## config.mk

```make
export PLATFORM = sky130hd
export DESIGN_NAME = display_encoder_flat
export DESIGN_NICKNAME = d
export VERILOG_FILES = /design/src/rtl/display_encoder_if.sv /design/src/rtl/display_encoder.sv /design/src/flat_wrapper.sv
export SDC_FILE = /design/constraint.sdc
export NUM_CORES = 1
export LEC_CHECK = 0
export ABC_AREA = 0
export BUFFER_PORTS_ARGS = -buffer_cell sky130_fd_sc_hd__buf_4
export CAP_MARGIN = 0
export CORE_UTILIZATION = 33
export CTS_BUF_LIST = sky130_fd_sc_hd__clkbuf_8
export DETAILED_ROUTE_END_ITERATION = 6
export SETUP_SLACK_MARGIN = 0.2
export SLEW_MARGIN = 40
export SYNTH_ARGS = -nofsm -noshare
export SYNTH_HDL_FRONTEND = slang
export SYNTH_SLANG_ARGS = --single-unit
```

## constraint.sdc

```tcl
create_clock -name clk -period 2.3 [get_ports clk]
set_clock_uncertainty 0.05 [all_clocks]
set_input_delay 0.115 -clock clk [delete_from_list [all_inputs] [get_ports clk]]
set_output_delay 0.115 -clock clk [all_outputs]
set_load 0.02 [all_outputs]
```

## src/rtl/display_encoder_if.sv

```systemverilog
// Bundle of the display_encoder request, status and UART-TX handshake signals.
// master = encoder side, slave = the environment (requester plus UART transmitter).
interface display_encoder_if;
    logic        start;
    logic [31:0] seg_data;
    logic [7:0]  data_en;
    logic        tx_busy;
    logic        tx_data_valid;
    logic [7:0]  tx_data;
    logic        busy;
    logic        done;

    modport master (
        input  start, seg_data, data_en, tx_busy,
        output tx_data_valid, tx_data, busy, done
    );

    modport slave (
        output start, seg_data, data_en, tx_busy,
        input  tx_data_valid, tx_data, busy, done
    );
endinterface

```

## src/rtl/display_encoder.sv

```systemverilog
// Streams a snapshot of the 8-digit display to a UART transmitter, most significant enabled unit first.
// Define DISPLAY_ENCODER_HEX_EN for raw hex bytes (4 two-digit units); default is ASCII, one digit per byte.
module display_encoder (
    input  logic               clk,
    input  logic               rst_n,
    display_encoder_if.master  bus
);

    typedef enum logic [2:0] {
        IDLE,
        SCAN,
        WAIT_ACK,
        WAIT_DONE,
        FIN
    } state_t;

    state_t      state, next_state;
    logic [2:0]  idx, next_idx;
    logic [31:0] snap_data, next_snap_data;
    logic [7:0]  snap_en, next_snap_en;
    logic [7:0]  next_tx_data;
    logic        next_tx_data_valid;
    logic        next_busy;
    logic        next_done;

    logic        unit_en;
    logic [7:0]  unit_byte;

`ifdef DISPLAY_ENCODER_HEX_EN
    localparam logic [2:0] FIRST_IDX = 3'd3;
    // Unit j carries digits 2j+1:2j; the upper digit's enable gates the whole byte.
    assign unit_en   = snap_en[{idx[1:0], 1'b1}];
    assign unit_byte = snap_data[{idx[1:0], 3'b000} +: 8];
`else
    localparam logic [2:0] FIRST_IDX = 3'd7;
    assign unit_en   = snap_en[idx];
    assign unit_byte = {4'h0, snap_data[{idx, 2'b00} +: 4]} + 8'd48;
`endif

    // NOTE: every next_* gets a default first so no path leaves it unassigned and infers a latch.
    always_comb begin
        next_state         = state;
        next_idx           = idx;
        next_snap_data     = snap_data;
        next_snap_en       = snap_en;
        next_tx_data       = bus.tx_data;
        next_tx_data_valid = 1'b0;
        next_busy          = bus.busy;
        next_done          = 1'b0;

        unique case (state)
            IDLE: begin
                if (bus.start) begin
                    next_snap_data = bus.seg_data;
                    next_snap_en   = bus.data_en;
                    next_idx       = FIRST_IDX;
                    next_busy      = 1'b1;
                    next_state     = SCAN;
                end
            end

            SCAN: begin
                if (!unit_en) begin
                    if (idx == 3'd0) begin
                        next_state = FIN;
                    end else begin
                        next_idx = idx - 3'd1;
                    end
                end else if (!bus.tx_busy) begin
                    next_tx_data       = unit_byte;
                    next_tx_data_valid = 1'b1;
                    next_state         = WAIT_ACK;
                end
            end

            WAIT_ACK: begin
                if (bus.tx_busy) begin
                    next_state = WAIT_DONE;
                end
            end

            WAIT_DONE: begin
                if (!bus.tx_busy) begin
                    if (idx == 3'd0) begin
                        next_state = FIN;
                    end else begin
                        next_idx   = idx - 3'd1;
                        next_state = SCAN;
                    end
                end
            end

            FIN: begin
                next_done  = 1'b1;
                next_busy  = 1'b0;
                next_state = IDLE;
            end

            default: next_state = IDLE;
        endcase
    end

    // NOTE: state registers use non-blocking assignments so every flop samples pre-edge values.
    always_ff @(posedge clk or negedge rst_n) begin
        if (!rst_n) begin
            state             <= IDLE;
            idx               <= 3'd7;
            snap_data         <= '0;
            snap_en           <= '0;
            bus.tx_data       <= 8'h00;
            bus.tx_data_valid <= 1'b0;
            bus.busy          <= 1'b0;
            bus.done          <= 1'b0;
        end else begin
            state             <= next_state;
            idx               <= next_idx;
            snap_data         <= next_snap_data;
            snap_en           <= next_snap_en;
            bus.tx_data       <= next_tx_data;
            bus.tx_data_valid <= next_tx_data_valid;
            bus.busy          <= next_busy;
            bus.done          <= next_done;
        end
    end

endmodule

```

## src/flat_wrapper.sv

```systemverilog
// flat-port wrapper written by rule: the top's interface ports become plain ports
module display_encoder_flat 
  (clk, rst_n, bus_start, bus_seg_data, bus_data_en, bus_tx_busy, bus_tx_data_valid, bus_tx_data, bus_busy, bus_done);
  display_encoder_if bus_i ();
  input  logic clk;
  input  logic rst_n;
  input wire logic [$bits(bus_i.start)-1:0] bus_start;
  input wire logic [$bits(bus_i.seg_data)-1:0] bus_seg_data;
  input wire logic [$bits(bus_i.data_en)-1:0] bus_data_en;
  input wire logic [$bits(bus_i.tx_busy)-1:0] bus_tx_busy;
  output wire logic [$bits(bus_i.tx_data_valid)-1:0] bus_tx_data_valid;
  output wire logic [$bits(bus_i.tx_data)-1:0] bus_tx_data;
  output wire logic [$bits(bus_i.busy)-1:0] bus_busy;
  output wire logic [$bits(bus_i.done)-1:0] bus_done;
  assign bus_i.start = bus_start;
  assign bus_i.seg_data = bus_seg_data;
  assign bus_i.data_en = bus_data_en;
  assign bus_i.tx_busy = bus_tx_busy;
  assign bus_tx_data_valid = bus_i.tx_data_valid;
  assign bus_tx_data = bus_i.tx_data;
  assign bus_busy = bus_i.busy;
  assign bus_done = bus_i.done;
  display_encoder u_core (.clk(clk), .rst_n(rst_n), .bus(bus_i));
endmodule
```

==> flow_metrics.env, run 1 <==
export IMPL_combPwrFrac_pct=45.7
export IMPL_p_int_mw=2.861
export IMPL_dp_hpwl_mm=3.398
export IMPL_drive_gt1_share_pct=45.58
export IMPL_layout_nets=328
export IMPL_fill_cells=721
export IMPL_maxCapViolCount=0
export IMPL_worst_r2r_setup_slack_ps=240
export IMPL_grt_max_degree=55
export IMPL_pwr_share_clk_pct=13.2
export IMPL_dp_cells=326
export IMPL_worstPathArrival_ps=2210
export IMPL_clock_sinks=54
export IMPL_core_um2=7687
export IMPL_portBuffers=52
export IMPL_outcome="completed"
export IMPL_min_path_type="primary input to flip-flop"
export IMPL_reg2reg_depth=4
export IMPL_p_leak_nw=1.651
export IMPL_vdd_ir_drop_max_mv=0.4155
export IMPL_num_vias=1779
export IMPL_path_clk_slew_ps=100
export IMPL_crit_required_ps=2450
export IMPL_clockRootBuffer="clkbuf_8"
export IMPL_p_per_area_nw_per_um2=1141
export IMPL_fmax_ghz=0.4856
export IMPL_crit_start="u_core.idx[0]"
export IMPL_grt_pass1_vias=1791
export IMPL_gp_congestion=0.7415
export IMPL_first_pass_iters=4
export IMPL_cts_buffers=5
export IMPL_rsz0062_at_grt="true"
export IMPL_fin_crit_ps=2059
export IMPL_initial_core_util_pct=33.90
export IMPL_ys_types=40
export IMPL_fp_dieH_um=90.87
export IMPL_fin_cells=385
export IMPL_ys_ff_latch=54
export IMPL_critPathMaxFanout=7
export IMPL_synth_edf_count=0
export IMPL_slew_limit_headroom_pct=54.58
export IMPL_netlist_instances=182
export IMPL_period_share_pct=89.53
export IMPL_viasPerCell=4.621
export IMPL_wl_per_cell_um=13.75
export IMPL_clockBufferDepth=2
export IMPL_setup_viol=0
export IMPL_cts_tree="built"
export IMPL_syn_area_um2=2606
export IMPL_ios=55
export IMPL_worstSetupEndpoint="u_core.bus.tx_data[2]"
export IMPL_async_flop_share_pct=100.0
export IMPL_die_w_um=90.87
export IMPL_yosysWarnings=0
export IMPL_rows=32
export IMPL_antenna_found_initial=0
export IMPL_syn_avg_cell_area_um2=14.32
export IMPL_synth_flop_cell="dfrtp_1"
export IMPL_drc=0
export IMPL_htreeDepth=2
export IMPL_r2r_start="u_core.idx[0]"
export IMPL_crit_type="flip-flop to flip-flop"
export IMPL_ys_top_cells_by_count="51 x dfrtp_1, 43 x mux2_2, 7 x inv_1, 7 x mux4_1"
export IMPL_diodes=0
export IMPL_drt_total_wl_mm=5.295
export IMPL_grtUsageTotal_pct=13.66
export IMPL_r2r_end="u_core.bus.tx_data[2]"
export IMPL_synth_top_area_share_pct=48.97
export IMPL_fin_setup_tns_ps=0
export IMPL_tightest_slew_ps=681.3
export IMPL_grt_pass1_wl_mm=8.970
export IMPL_ys_top_cells_by_area="dfrtp_1 49%, mux2_2 19%, mux4_1 7.1%, dfstp_2 3.0%, mux2_1 1.7%"
export IMPL_endpoint_kind="flip-flop"
export IMPL_die_area_um2=8257
export IMPL_switching_share_pct=31.63
export IMPL_yosysSeqAreaShare_pct=51.99
export IMPL_report_final_slew_viol_count=0
export IMPL_final_hold_violation_count=0
export IMPL_syn_to_final_growth_pct=40.76
export IMPL_grt_ovfl_total=0
export IMPL_synth_most_common_cell="dfrtp_1"
export IMPL_clk_latency_ps=310
export IMPL_p_seq_share_pct=41.1
export IMPL_antenna_left=0
export IMPL_switching_power_mw=1.324
export IMPL_drt_initial_drc_count=78
export IMPL_worst_setup_path_start_kind="flip-flop"
export IMPL_yosys_area_top_type="dfrtp_1"
==> metrics by stage <==
stage               instance area (um^2)  power [mW]  utilization [%]  setup slack, ps  hold slack, ps
finish                              3669       4.185            47.72            240.8           231.5
global route                        3669       4.473            47.72            180.4           259.2
CTS                                 3616       4.124            47.04            161.6           229.0
detailed placement                  3070       3.458            39.94            159.2           156.8
global placement                    3070       3.427            39.94            197.9           150.4
floorplan                           2610       3.041                -            282.0          -230.6
==> per-layer routing <==
layer	global-route usage (%)	vias up	wire length [um]	part of all wire, %
met1	19.36	876	2582	49
met5	0	-	0	0
li1	-	858	-	-
met2	20.64	39	2465	47
met3	3.030	6	182	3.4
met4	4.630	0	64	1.2
==> sequential cells by signal, indices dropped and copies added, names as in the netlist <==
signal,flops
u_core.bus.tx_data,5
u_core.bus.done,1
u_core.bus.busy,1
u_core.snap_data,32
u_core.idx,3
u_core.state,3
u_core.bus.tx_data_valid,1
u_core.snap_en,8
==> logic make-up after synthesis <==
kind of cell	Yosys count	synth area share (%)
simple gates	27	5.953
compound gates	15	4.560
mux	62	31.49
flops	54	51.99
buf+inv	21	4.897
fa+ha+maj	2	0.9600
other cells	1	0.1439
==> cell usage in the layout, fill, tap and decap left out, types with 3 or more instances in the layout <==
master	count
nand2_1	4
dfstp_2	3
mux2_2	42
nor2_1	5
dlygate4sd3_1	42
mux2_4	4
mux2_1	4
buf_4	63
a21oi_1	3
nand3_1	3
mux2i_1	3
dfrtp_1	51
mux4_1	7
clkbuf_8	6
nor3_1	3
inv_1	8
==> how the worst min path moves through the flow <==
stage / start / to / slack (ps) / cells after the start
global route: bus_start / u_core.state[1] / 260 / 5
CTS: bus_start / u_core.state[1] / 230 / 5
global placement: rst_n / u_core.snap_data[17] / 150 / 1
finish: bus_start / u_core.state[1] / 230 / 5
detailed placement: rst_n / u_core.snap_data[17] / 160 / 1
floorplan: rst_n / u_core.bus.busy / -230 / 0
==> cell type report <==
class	instances	area (um^2)	area share, %
clock buffer	6	82.58	2.251
clock inverter	2	12.51	0.3411
inverter	7	26.28	0.7162
multi-input combinational	108	1151	31.38
sequential	54	1355	36.94
tap	102	127.6	3.479
timing repair buffer	106	913.4	24.90
==> worst max-delay path, cell delays in order, from the launching register on <==
cell     delay, ps
dfstp_2        630
buf_4          190
mux4_1         560
mux2_2         280
mux2_4         250
==> power by group through the flow <==
stage                     sequential [mW]  clock, mW  combinational, mW
after detailed placement             1.77          0               1.69
final                                1.72      0.553               1.91
after global routing                 1.78      0.606               2.09
after global placement               1.78          0               1.65
after floorplan                      1.63          0               1.41
after CTS                            1.74      0.574               1.81
==> what timing repair did <==
action | 4_1_cts | 5_1_grt
hold buffers | 42 | 0
gates cloned | 0 | 0
resized for setup | 0 | 4
pin swaps | 1 | 5
hold endpoints to repair | 92 | 0
buffers inserted | 4 | 5
setup endpoints to repair | 4 | 9
No activity file was read; power rests on OpenSTA's default activity.
==> inputs of run 2 (changes only) <==
- BUFFER_PORTS_ARGS: -buffer_cell sky130_fd_sc_hd__buf_4 -> unset
- DONT_BUFFER_PORTS: unset -> 1
- GPL_ROUTABILITY_DRIVEN: unset -> 1
==> run 2 against run 1 <==
Against the previous run: worst hold slack got worse by 160 ps; sequential cell count stayed put; sequential power rose by 4%; largest cell class unchanged; highest routed layer unchanged.
==> flow_metrics.env, run 2 (same netlist as run 1, synthesis figures left out) <==
export IMPL_fin_setup_tns_ps=0
export IMPL_clock_sinks=54
export IMPL_die_area_um2=8257
export IMPL_report_final_slew_viol_count=0
export IMPL_setup_viol=0
export IMPL_final_common_cell="dfrtp_1"
export IMPL_crit_required_ps=2450
export IMPL_antenna_left=0
export IMPL_core_um2=7687
export IMPL_layout_nets=278
export IMPL_p_int_mw=2.755
export IMPL_clockRootBuffer="clkbuf_8"
export IMPL_critPathMaxFanout=8
export IMPL_final_util_pct=42.94
export IMPL_switching_share_pct=32.24
export IMPL_crit_type="flip-flop to flip-flop"
export IMPL_grt_busiest_layer="met2"
export IMPL_largest_register_ffs=32
export IMPL_fill_cells=734
export IMPL_diodes=0
export IMPL_regMostFlops="u_core.snap_data"
export IMPL_drt_initial_drc_count=69
export IMPL_min_path_type="primary input to flip-flop"
export IMPL_die_w_um=90.87
export IMPL_wl_per_cell_um=15.18
export IMPL_fin_crit_ps=2048
export IMPL_htreeDepth=2
export IMPL_rsz0062_at_grt="true"
export IMPL_p_per_area_nw_per_um2=1232
export IMPL_grt_util_met2_pct=19.95
export IMPL_drt_total_wl_mm=5.084
export IMPL_clockBufferDepth=2
export IMPL_pwr_share_clk_pct=13.8
export IMPL_grtUsageTotal_pct=13.44
export IMPL_syn_to_final_growth_pct=26.64
export IMPL_use_met3_pct=2.946
export IMPL_grt_ovfl_total=0
export IMPL_maxCapViolCount=0
export IMPL_reg_top3="u_core.snap_data x32, u_core.snap_en x8, u_core.bus.tx_data x5"
export IMPL_combPwrFrac_pct=42.3
export IMPL_clk_latency_ps=300
export IMPL_first_pass_iters=4
export IMPL_rows=32
export IMPL_pre_cts_ws_ps=160.3
export IMPL_portBuffers=0
export IMPL_switching_power_mw=1.311
export IMPL_fp_dieH_um=90.87
export IMPL_dp_hpwl_mm=3.432
export IMPL_endpoint_kind="flip-flop"
export IMPL_gp_congestion=0.7194
export IMPL_p_leak_nw=1.418
export IMPL_grt_pass1_vias=1706
export IMPL_setup_slack_ps=251.7
export IMPL_cts_tree="built"
export IMPL_grt_pass1_wl_mm=8.783
export IMPL_use_met1_pct=19.41
export IMPL_p_seq_share_pct=43.9
export IMPL_path_clk_slew_ps=100
export IMPL_initial_core_util_pct=33.90
export IMPL_num_vias=1610
export IMPL_antenna_found_initial=0
export IMPL_whs_path_depth=3
export IMPL_reg2reg_depth=4
export IMPL_final_hold_violation_count=0
export IMPL_most_common_layout_cells="51 x dfrtp_1, 43 x mux2_2, 42 x dlygate4sd3_1"
export IMPL_ios=55
export IMPL_drc=0
export IMPL_cts_buffers=5
export IMPL_worst_setup_path_start_kind="flip-flop"
export IMPL_whs_ps=74.28
export IMPL_drive_gt1_share_pct=33.48
export IMPL_fmax_ghz=0.4882
export IMPL_grt_max_degree=55
export IMPL_worstPathArrival_ps=2190
export IMPL_period_share_pct=89.06
export IMPL_viasPerCell=4.806
export IMPL_vdd_ir_drop_max_mv=0.4944
export IMPL_outcome="completed"
-- run 2: metal layers --
metal / up-vias / share of wire (%)
met5: - / 0
met4: 0 / 1.5
met3: 6 / 3.9
met2: 40 / 44
met1: 802 / 50
li1: 762 / -
-- run 2: through the flow --
| stage | cell area, um^2 | power [mW] | cells |
|---|---|---|---|
| CTS | 3248 | 4.019 | 330 |
| global placement | 2675 | 3.270 | 275 |
| global route | 3301 | 4.367 | 335 |
| floorplan | 2610 | 3.041 | 183 |
| detailed placement | 2675 | 3.309 | 275 |
| finish | 3301 | 4.066 | 335 |
-- run 2: worst max-delay path, stage by stage (launching register included) --
cell	delay (ps)
dfstp_2	640
buf_6	160
mux4_1	560
mux2_2	280
mux2_4	250
-- run 2: what timing repair did --
item                                    in CTS  in global routing
hold endpoints to repair                    98                  0
setup buffers                                4                  5
hold buffers                                43                  0
resized for setup                            0                  4
endpoints found under the setup margin       4                  8
pin swaps                                    2                  1
-- run 2: path summary, 6_finish.rpt --
kind	start	to	slack [ps]
min in group asynchronous	rst_n	u_core.snap_data[10]	280
max in group asynchronous	rst_n	u_core.idx[2]	1640
max reg2reg	u_core.idx[0]	u_core.bus.tx_data[3]	250
min	bus_tx_busy	u_core.state[1]	70
min reg2reg	u_core.snap_en[6]	u_core.snap_en[6]	460
max	u_core.idx[0]	u_core.bus.tx_data[3]	250
-- run 2: layout make-up --
type | instances | area [um^2] | area share, %
clock buffers | 6 | 82.58 | 2.502
clock inverters | 2 | 12.51 | 0.3791
inverters | 7 | 26.28 | 0.7961
multi-input cells | 108 | 1144 | 34.65
flip-flops and latches | 54 | 1359 | 41.17
well taps | 102 | 127.6 | 3.867
repair buffers | 56 | 549.3 | 16.64
-- run 2: power by group through the flow --
stage	logic [mW]	registers, mW	clock network [mW]
final	1.72	1.79	0.562
after global placement	1.43	1.84	0
after global routing	1.89	1.86	0.622
after floorplan	1.41	1.63	0
after CTS	1.63	1.81	0.583
after detailed placement	1.47	1.84	0
